`src/rtl/pmem_types_pkg.sv`:
```
// rtl/pmem_types_pkg.sv - shared widths, types and FSM states for the line buffer initiator
package pmem_types_pkg;

  localparam int ADDR_WIDTH     = 16;
  localparam int WORD_WIDTH     = 16;
  localparam int LINE_WIDTH     = 256;
  localparam int WORDS_PER_LINE = LINE_WIDTH / WORD_WIDTH;
  localparam int OFFSET_BITS    = $clog2(WORDS_PER_LINE);
  localparam int TAG_WIDTH      = ADDR_WIDTH - OFFSET_BITS;

  typedef logic [LINE_WIDTH-1:0]  line_t;
  typedef logic [WORD_WIDTH-1:0]  word_t;
  typedef logic [TAG_WIDTH-1:0]   tag_t;
  typedef logic [OFFSET_BITS-1:0] offset_t;
  typedef logic [ADDR_WIDTH-1:0]  addr_t;

  typedef enum logic [1:0] {
    IDLE,
    WRITEBACK,
    FILL,
    DONE
  } initiator_state_e;

  // Line-aligned pmem address for a tag.
  function automatic addr_t line_address(input tag_t tag);
    return {tag, {OFFSET_BITS{1'b0}}};
  endfunction

endpackage

```
`src/rtl/line_word_merge.sv`:
```
// rtl/line_word_merge.sv - combinational word select and byte-enable merge into a cache line
//  line_i       in   256  current buffered line
//  offset       in   4    word index within the line
//  wdata        in   16   CPU write word
//  byte_enable  in   2    per-byte write enable
//  merged_line  out  256  line_i with the enabled bytes of wdata written at offset
//  rd_word      out  16   word at offset from line_i
module line_word_merge
  import pmem_types_pkg::*;
(
  input  line_t      line_i,
  input  offset_t    offset,
  input  word_t      wdata,
  input  logic [1:0] byte_enable,
  output line_t      merged_line,
  output word_t      rd_word
);

  // Unrolled compare per word keeps every slice constant-indexed.
  always_comb begin
    rd_word     = '0;
    merged_line = line_i;
    for (int k = 0; k < WORDS_PER_LINE; k++) begin
      if (offset == offset_t'(k)) begin
        rd_word = line_i[k*WORD_WIDTH +: WORD_WIDTH];
        if (byte_enable[0]) merged_line[k*WORD_WIDTH +: 8]     = wdata[7:0];
        if (byte_enable[1]) merged_line[k*WORD_WIDTH + 8 +: 8] = wdata[15:8];
      end
    end
  end

endmodule

```
`src/rtl/line_buffer_initiator.sv`:
```
// rtl/line_buffer_initiator.sv - 16-bit CPU word port onto 256-bit pmem lines via one write-back line buffer
//  clk, rst                     clock, asynchronous active-high reset
//  mem_read/mem_write           CPU request, held until mem_resp
//  mem_address/mem_wdata        word address {tag, offset}, write word
//  mem_byte_enable              per-byte write enable
//  mem_resp/mem_rdata           one-cycle completion pulse, read word
//  pmem_read/pmem_write         line request towards memory, held until pmem_resp
//  pmem_address/pmem_wdata      line address {tag, 4'b0}, line being written back
//  pmem_resp/pmem_rdata         memory completion pulse, fill line
module line_buffer_initiator
  import pmem_types_pkg::*;
(
  input  logic        clk,
  input  logic        rst,
  input  logic        mem_read,
  input  logic        mem_write,
  input  logic [15:0] mem_address,
  input  logic [15:0] mem_wdata,
  input  logic [1:0]  mem_byte_enable,
  output logic        mem_resp,
  output logic [15:0] mem_rdata,
  output logic        pmem_read,
  output logic        pmem_write,
  output logic [15:0] pmem_address,
  output logic [255:0] pmem_wdata,
  input  logic        pmem_resp,
  input  logic [255:0] pmem_rdata
);

  initiator_state_e state_q, state_d;
  logic  valid_q, valid_d;
  logic  dirty_q, dirty_d;
  tag_t  tag_q, tag_d;
  line_t line_q, line_d;
  logic  mem_resp_q, mem_resp_d;
  word_t mem_rdata_q, mem_rdata_d;
  logic  pmem_read_q, pmem_read_d;
  logic  pmem_write_q, pmem_write_d;
  addr_t pmem_address_q, pmem_address_d;
  line_t pmem_wdata_q, pmem_wdata_d;

  tag_t  req_tag;
  logic  req_valid;
  logic  hit;
  line_t merged_line;
  word_t rd_word;

  assign req_tag   = mem_address[ADDR_WIDTH-1:OFFSET_BITS];
  assign req_valid = mem_read | mem_write;
  assign hit       = valid_q & (tag_q == req_tag);

  line_word_merge u_merge (
    .line_i      (line_q),
    .offset      (mem_address[OFFSET_BITS-1:0]),
    .wdata       (mem_wdata),
    .byte_enable (mem_byte_enable),
    .merged_line (merged_line),
    .rd_word     (rd_word)
  );

  always_comb begin
    state_d        = state_q;
    valid_d        = valid_q;
    dirty_d        = dirty_q;
    tag_d          = tag_q;
    line_d         = line_q;
    mem_resp_d     = 1'b0;
    mem_rdata_d    = mem_rdata_q;
    pmem_read_d    = pmem_read_q;
    pmem_write_d   = pmem_write_q;
    pmem_address_d = pmem_address_q;
    pmem_wdata_d   = pmem_wdata_q;

    unique case (state_q)
      IDLE: begin
        if (req_valid) begin
          if (hit) begin
            if (mem_write) begin
              // A write with no byte enables still marks the line dirty.
              line_d  = merged_line;
              dirty_d = 1'b1;
            end else begin
              mem_rdata_d = rd_word;
            end
            mem_resp_d = 1'b1;
            state_d    = DONE;
          end else if (dirty_q) begin
            pmem_write_d   = 1'b1;
            pmem_address_d = line_address(tag_q);
            pmem_wdata_d   = line_q;
            state_d        = WRITEBACK;
          end else begin
            pmem_read_d    = 1'b1;
            pmem_address_d = line_address(req_tag);
            state_d        = FILL;
          end
        end
      end

      WRITEBACK: begin
        if (pmem_resp) begin
          dirty_d        = 1'b0;
          pmem_write_d   = 1'b0;
          pmem_read_d    = 1'b1;
          pmem_address_d = line_address(req_tag);
          state_d        = FILL;
        end
      end

      FILL: begin
        if (pmem_resp) begin
          // The tag comes from the live request; IDLE then completes it as a hit.
          line_d      = pmem_rdata;
          tag_d       = req_tag;
          valid_d     = 1'b1;
          dirty_d     = 1'b0;
          pmem_read_d = 1'b0;
          state_d     = IDLE;
        end
      end

      DONE: begin
        // The CPU still holds the finished request this cycle; skip it.
        state_d = IDLE;
      end

      default: state_d = IDLE;
    endcase
  end

  always_ff @(posedge clk or posedge rst) begin
    if (rst) begin
      state_q        <= IDLE;
      valid_q        <= 1'b0;
      dirty_q        <= 1'b0;
      tag_q          <= '0;
      line_q         <= '0;
      mem_resp_q     <= 1'b0;
      mem_rdata_q    <= '0;
      pmem_read_q    <= 1'b0;
      pmem_write_q   <= 1'b0;
      pmem_address_q <= '0;
      pmem_wdata_q   <= '0;
    end else begin
      state_q        <= state_d;
      valid_q        <= valid_d;
      dirty_q        <= dirty_d;
      tag_q          <= tag_d;
      line_q         <= line_d;
      mem_resp_q     <= mem_resp_d;
      mem_rdata_q    <= mem_rdata_d;
      pmem_read_q    <= pmem_read_d;
      pmem_write_q   <= pmem_write_d;
      pmem_address_q <= pmem_address_d;
      pmem_wdata_q   <= pmem_wdata_d;
    end
  end

  assign mem_resp     = mem_resp_q;
  assign mem_rdata    = mem_rdata_q;
  assign pmem_read    = pmem_read_q;
  assign pmem_write   = pmem_write_q;
  assign pmem_address = pmem_address_q;
  assign pmem_wdata   = pmem_wdata_q;

endmodule

```
`config.mk`:
```
export PLATFORM = sky130hd
export DESIGN_NAME = line_buffer_initiator
export DESIGN_NICKNAME = d
export VERILOG_FILES = /design/src/rtl/pmem_types_pkg.sv /design/src/rtl/line_word_merge.sv /design/src/rtl/line_buffer_initiator.sv
export SDC_FILE = /design/constraint.sdc
export NUM_CORES = 1
export LEC_CHECK = 0
export ABC_AREA = 1
export BUFFER_PORTS_ARGS = -buffer_cell sky130_fd_sc_hd__buf_2
export CAP_MARGIN = 15
export CORE_ASPECT_RATIO = 0.5
export CORE_UTILIZATION = 30
export CTS_BUF_LIST = sky130_fd_sc_hd__clkbuf_2 sky130_fd_sc_hd__clkbuf_4 sky130_fd_sc_hd__clkbuf_8
export CTS_CLUSTER_DIAMETER = 50
export DETAILED_ROUTE_END_ITERATION = 6
export GPL_ROUTABILITY_DRIVEN = 0
export GPL_TIMING_DRIVEN = 1
export PLACE_DENSITY = 0.5
export RECOVER_POWER = 25
export SLEW_MARGIN = 10
export SYNTH_ARGS = -nofsm -noshare
export SYNTH_HDL_FRONTEND = slang
export SYNTH_SLANG_ARGS = --single-unit
```
`constraint.sdc`:
```
create_clock -name clk -period 19.7 [get_ports clk]
set_input_delay 3.94 -clock clk [delete_from_list [all_inputs] [get_ports clk]]
set_output_delay 3.94 -clock clk [all_outputs]
set_load 0.02 [all_outputs]
```
==> impl_metrics.env, run 1 <==
export IMPL_fmax_mhz=89.8
export IMPL_relSlewSlack=-2.72
export IMPL_synthTopCellsByArea="dfrtp_1, nand2_1, o21ai_0"
export IMPL_power_leakage_nw=16.2
export IMPL_gr_usage_all_layers=0.240
export IMPL_core_area_um2=84200
export IMPL_clock_latency_ps=760
export IMPL_fin_util=0.372
export IMPL_wl_per_cell_um=21.2
export IMPL_drt_pass1_iterations=5
export IMPL_regToRegSetupSlack_ps=14350
export IMPL_drc=0
export IMPL_clockBufferDepth=3
export IMPL_powerDensity_nw_per_um2=170
export IMPL_initial_core_util=0.304
export IMPL_critical_path_arrival_ps=11860
export IMPL_path_clk_slew_ps=60
export IMPL_layout_cells_non_filler=4988
export IMPL_grt_pass1_wl_um=153000
export IMPL_postRouteAntennaNets=0
export IMPL_grt_antenna_before_repair=13
export IMPL_crit_required_ps=20430
export IMPL_cts_root_buf="clkbuf_8"
export IMPL_end_kind="async pin"
export IMPL_worstMarginPinSlew_ps=5550
export IMPL_layout_nets=4101
export IMPL_hold_path_class="flop to flop"
export IMPL_final_cell_mix="nand2_1, dfrtp_1, buf_2, o21ai_0, inv_1"
export IMPL_yosysWarnings=0
export IMPL_grt_start_max_net_pins=161
export IMPL_yosys_register_bits=559
export IMPL_hold_viol_final=0
export IMPL_synth_ff_type="dfrtp_1"
export IMPL_setup_viol=0
export IMPL_layout_drive_gt1_share=0.205
export IMPL_dpl_instance_area_um2=29500
export IMPL_status="finished, violations left"
export IMPL_detailed_place_hpwl_um=76100
export IMPL_start_kind="primary input"
export IMPL_max_vdd_ir_drop_uv=69.9
export IMPL_post_cts_buffers=0
export IMPL_cts_buffers=89
export IMPL_htree_levels=3
export IMPL_synth_enable_flop_cells=0
export IMPL_ys_seq_area_frac=0.546
export IMPL_period_minus_slack_ps=11130
export IMPL_crit_fanout=160
export IMPL_vias=23775
export IMPL_portBuffers=581
export IMPL_viasPerCell=4.77
export IMPL_mostFrequentLayoutCell="nand2_1"
export IMPL_met1_usage=0.296
export IMPL_cts_resized=0
export IMPL_violations="capacitance limit, slew limit"
export IMPL_grt_pass1_vias=23461
export IMPL_combPwrFrac=0.424
export IMPL_grtUsageMet2=0.418
export IMPL_wl_um=106000
export IMPL_synth_top_area_frac=0.546
export IMPL_swShare=0.463
export IMPL_busiest_layer="met2"
export IMPL_synthCells=3259
export IMPL_clkPwrFrac=0.197
export IMPL_stdcell_area_um2=31300
export IMPL_syn_mean_instance_area_um2=7.86
export IMPL_yosysTopAreaCell="dfrtp_1"
export IMPL_period_share=0.565
export IMPL_p_sw_mw=2.47
export IMPL_drv_slew=348
export IMPL_syn_area_um2=25600
export IMPL_dp_cells=4827
export IMPL_seq_power_share=0.379
export IMPL_critical_path_class="primary input to async pin"
export IMPL_internal_power_mw=2.86
export IMPL_drt_iter0_markers=1739
export IMPL_die_x_um=415
export IMPL_async_flop_share=1.00
export IMPL_cts_sinks=559
export IMPL_maxCapViolCount=4
export IMPL_gr_total_overflow=0
export IMPL_tritoncts="yes"
export IMPL_grt_use_met3=0.0474
export IMPL_rows=75
export IMPL_rsz0062_at_grt="no"
export IMPL_area_growth_pct=22.2
export IMPL_tns_ps=0
export IMPL_clock_skew_ps=30.5
export IMPL_finalHoldWorstSlack_ps=454
export IMPL_die_area_um2=86600
export IMPL_die_h_um=209
export IMPL_postCtsHoldBufs=0
export IMPL_io_pins=586
export IMPL_ys_types=35
## worst max-delay path, cell delays in order
cell,delay [ps]
buf_2,100
clkinvlp_2,3040
clkbuf_1,2620
buf_4,1070
buf_12,670
## power by group through the flow
stage	logic (mW)	clock network, mW	registers, mW
6_report	2.26	1.05	2.02
5_1_grt	2.50	1.12	2.07
4_1_cts	2.28	1.07	2.02
3_5_place_dp	2.28	0	2.04
3_3_place_gp	2.25	0	2.03
2_1_floorplan	1.17	0	2.21
## area by class of cell
type                    count  area, µm²
clock buffers             143       1730
repair buffers            616       3130
multi-input cells        2208       9700
diodes                      6       15.0
fillers                  9047      52900
inverters                 328       1230
flip-flops and latches    559      14000
well taps                1116       1400
clock inverters            12       83.8
## cell families (layout without fill, tap and decap cells)
group	count (synthesis)	after routing	share of synthesized area
flip-flops	559	559	0.546
other	1	10	0.000146
AO/OA/AOI/OAI	618	618	0.122
AND/OR/NAND/NOR	1566	1566	0.246
adder cells (fa/ha/maj)	4	4	0.00196
multiplexers	12	12	0.00528
buffers and inverters	495	1099	0.0766
XOR/XNOR	4	4	0.00137
## final timing paths
| check | endpoint | startpoint | cells past startpoint |
|---|---|---|---|
| max | pmem_wdata[193] | rst | 5 |
| min | valid_q | valid_q | 2 |
| max reg2reg | pmem_wdata[29] | tag_q[2] | 8 |
| min reg2reg | valid_q | valid_q | 2 |
| max in group clk | pmem_wdata[29] | mem_address[6] | 9 |
| min in group asynchronous | pmem_wdata[88] | rst | 2 |
## routing by layer
metal	vias up	routed length, µm
met3	166	5120
met5	-	42
li1	11293	-
met2	548	53300
met4	6	3510
met1	11762	43700
## Yosys cell counts (3+ instances only)
cell type     n
nand2_1    1302
dfrtp_1     559
o21ai_0     486
inv_1       321
clkbuf_1    135
nor2_1      126
o21ai_1      68
nand3_1      59
a21oi_1      53
nand4_1      42
buf_2        16
mux2_2       12
nor2_2       11
buf_6         9
nor2_8        8
nor3_2        8
inv_2         5
buf_4         4
ha_1          4
xnor2_1       4
a21boi_0      3
buf_1         3
o22ai_1       3
or2_2         3
## flip-flops by register name (all words and copies together), names as in the netlist
signal        cells
state_q           2
pmem_write        1
dirty_q           1
tag_q            12
valid_q           1
pmem_read         1
pmem_address     12
mem_resp          1
mem_rdata        16
line_q          256
pmem_wdata      256
## metrics by stage
| stage | worst slack, ps | total power [mW] |
|---|---|---|
| after floorplan | 128 | 3.38 |
| after global placement | 12060 | 4.28 |
| after global routing | 7220 | 5.69 |
| final | 8570 | 5.33 |
| after detailed placement | 12010 | 4.31 |
| after CTS | 12830 | 5.38 |
No activity file was read; power rests on OpenSTA's default activity.
==> run 2: changes to the inputs <==
--- a/config.mk
+++ b/config.mk
@@ -5,7 +5,7 @@
 export SDC_FILE = /design/constraint.sdc
 export NUM_CORES = 1
 export LEC_CHECK = 0
-export ABC_AREA = 1
+export ABC_AREA = 0
 export BUFFER_PORTS_ARGS = -buffer_cell sky130_fd_sc_hd__buf_2
 export CAP_MARGIN = 15
 export CORE_ASPECT_RATIO = 0.5
@@ -15,7 +15,7 @@
 export DETAILED_ROUTE_END_ITERATION = 6
 export GPL_ROUTABILITY_DRIVEN = 0
 export GPL_TIMING_DRIVEN = 1
-export PLACE_DENSITY = 0.5
+export PLACE_DENSITY = 0.48
 export RECOVER_POWER = 25
 export SLEW_MARGIN = 10
 export SYNTH_ARGS = -nofsm -noshare
==> constraint.sdc (replaced) <==
create_clock -name clk -period 10.4 [get_ports clk]
set_input_delay 2.08 -clock clk [delete_from_list [all_inputs] [get_ports clk]]
set_output_delay 2.08 -clock clk [all_outputs]
set_load 0.02 [all_outputs]
==> run 2 against run 1 <==
  * Synthesized cell count shrank 29%
  * Worst hold slack gained 27 ps
  * Critical path depth shrank 2
  * Utilization grew 0.33 points
  * Global-route usage grew 1.5 points
  * The flow finishes with violations (DRC, capacitance limit, slew limit)
  * Wire length grew 8.2%
==> impl_metrics.env, run 2 <==
export IMPL_portBuffers=581
export IMPL_viasPerCell=5.28
export IMPL_layout_drive_gt1_share=0.382
export IMPL_worstMarginPinSlew_ps=4270
export IMPL_rows=75
export IMPL_drt_iter0_markers=1978
export IMPL_fin_util=0.375
export IMPL_power_leakage_nw=14.6
export IMPL_max_vdd_ir_drop_uv=217
export IMPL_holdCritStartpoint="valid_q"
export IMPL_gr_total_overflow=0
export IMPL_end_kind="async pin"
export IMPL_path_clk_slew_ps=70
export IMPL_synthTopCellsByArea="dfrtp_1, mux2_2, a21oi_1"
export IMPL_cts_buffers=90
export IMPL_postRouteAntennaNets=0
export IMPL_grt_pass1_vias=21131
export IMPL_area_growth_pct=22.6
export IMPL_rsz0062_at_grt="no"
export IMPL_critical_path_class="primary input to async pin"
export IMPL_core_area_um2=84600
export IMPL_drc=9
export IMPL_yosysTopAreaCell="dfrtp_1"
export IMPL_postCtsHoldBufs=0
export IMPL_initial_core_util=0.306
export IMPL_clock_latency_ps=730
export IMPL_start_kind="primary input"
export IMPL_wl_per_cell_um=28.1
export IMPL_post_cts_buffers=0
export IMPL_yosysMostFrequentCell="dfrtp_1"
export IMPL_wl_um=114000
export IMPL_r2r_end="pmem_wdata[86]"
export IMPL_gr_usage_all_layers=0.255
export IMPL_clock_skew_ps=41.1
export IMPL_yosysWarnings=0
export IMPL_io_pins=586
export IMPL_layout_nets=3146
export IMPL_die_area_um2=87500
export IMPL_synthCells=2314
export IMPL_vias=21487
export IMPL_drv_slew=465
export IMPL_syn_mean_instance_area_um2=11.2
export IMPL_crit_fanout=165
export IMPL_htree_levels=3
export IMPL_drt_pass1_iterations=7
export IMPL_synth_ff_type="dfrtp_1"
export IMPL_violations="DRC, capacitance limit, slew limit"
export IMPL_cts_root_buf="clkbuf_8"
export IMPL_ys_types=60
export IMPL_reg2regPathDepth=8
export IMPL_hold_viol_final=0
export IMPL_cp_cell_sequence="buf_2 -> clkinvlp_2 -> clkbuf_2"
export IMPL_crit_required_ps=10210
export IMPL_period_share=0.610
export IMPL_tns_ps=0
export IMPL_grt_start_max_net_pins=166
export IMPL_async_flop_share=1.00
export IMPL_path_delay_family="buffers and inverters"
export IMPL_clockBufferDepth=3
export IMPL_tritoncts="yes"
export IMPL_ys_seq_area_frac=0.541
export IMPL_status="finished, violations left"
export IMPL_relSlewSlack=-1.85
export IMPL_fmax_mhz=158
export IMPL_cts_sinks=559
export IMPL_die_h_um=210
export IMPL_powerDensity_nw_per_um2=343
export IMPL_die_x_um=417
export IMPL_synth_top_cells_by_count="dfrtp_1, a21oi_1, mux2_2"
export IMPL_grt_antenna_before_repair=19
export IMPL_period_minus_slack_ps=6340
export IMPL_path_buf_inv=3
export IMPL_cpMaxStageDelayCell="clkbuf_2"
export IMPL_critical_path_arrival_ps=6150
export IMPL_grt_pass1_wl_um=158000
export IMPL_hold_path_class="flop to flop"
export IMPL_mostFrequentLayoutCell="buf_2"
export IMPL_syn_area_um2=25900
export IMPL_yosys_register_bits=559
export IMPL_hold_path_depth=1
export IMPL_synth_enable_flop_cells=0
export IMPL_fill_cells=8622
export IMPL_cts_resized=0
export IMPL_slowest_delay_ps=3020
export IMPL_final_cell_mix="buf_2, dfrtp_1, a21oi_1, mux2_2, mux2i_1"
export IMPL_whs_endpoint="valid_q"
export IMPL_regToRegSetupSlack_ps=6370
export IMPL_finalHoldWorstSlack_ps=481
export IMPL_setup_viol=0
export IMPL_synth_top_area_frac=0.541
export IMPL_maxCapViolCount=3
export IMPL_r2r_start="tag_q[9]"
export IMPL_detailed_place_hpwl_um=81200
[run 2: cell count changes after synthesis, sizes merged, moves of 17 or more]
cell    change
a21oi     +328
a221oi     +17
buf        +36
inv       -208
mux2      +266
mux2i     +156
nand2    -1205
nand3      -45
nand4      -40
nor2       -45
nor2b      +24
o21ai     -413
o31ai      +55
[run 2: power by group]
| part | switching [mW] | internal, mW | total, mW |
|---|---|---|---|
| combinational | 2.90 | 1.78 | 4.68 |
| sequential | 0.942 | 3.22 | 4.16 |
| clock | 0.945 | 1.09 | 2.03 |
| total | 4.79 | 6.09 | 10.9 |
[run 2: layer usage]
metal	vias up	track usage	part of all wire
met3	213	0.0587	0.066
met1	11175	0.334	0.42
met5	-	0	0.00027
li1	9334	-	-
met4	6	0.0933	0.039
met2	759	0.412	0.48
[run 2: how the worst max path moves through the flow]
stage                              start         endpoint  cells after the start
final                                rst  pmem_wdata[254]                      3
after detailed placement  mem_address[0]    mem_rdata[15]                      9
after floorplan                      rst          dirty_q                      1
after CTS                 mem_address[0]    mem_rdata[15]                      9
after global routing                 rst  pmem_wdata[252]                      3
after global placement    mem_address[0]    mem_rdata[15]                      9
[run 2: cell type report]
type / count / area, µm² / area share
Clock buffer: 137 / 1710 / 0.0539
Clock inverter: 14 / 125 / 0.00394
Sequential cell: 559 / 14000 / 0.441
Timing Repair Buffer: 625 / 3250 / 0.102
Multi-Input combinational cell: 1453 / 10700 / 0.339
Tap cell: 1155 / 1450 / 0.0455
Antenna cell: 10 / 25.0 / 0.000789
Inverter: 118 / 444 / 0.0140
[run 2: worst register-to-register path, stage by stage (launching register included)]
cell and delay [ps]:
dfrtp_1 410, xnor2_1 140, nand4_1 190, nor4_4 70
clkbuf_1 520, nor3_2 460, buf_12 570, buf_4 1110
mux2_2 460
[run 2: cell families after synthesis]
| kind of cell | Yosys count | synth area share |
|---|---|---|
| other | 1 | 0.000145 |
| multiplexers | 445 | 0.191 |
| AO/OA/AOI/OAI | 708 | 0.166 |
| AND/OR/NAND/NOR | 280 | 0.0484 |
| XOR/XNOR | 12 | 0.00406 |
| flip-flops | 559 | 0.541 |
| buffers and inverters | 305 | 0.0482 |
| adder cells (fa/ha/maj) | 4 | 0.00193 |
[run 2: metrics by stage]
step	cells	total power, mW	setup WS, ps	instance area (µm²)
finish	4071	10.9	4060	31700
global route	4065	11.4	3130	31700
CTS	4061	10.9	5540	31800
detailed placement	3910	8.86	4790	29900
global placement	3910	8.78	4780	29900
floorplan	2317	6.83	710	25900
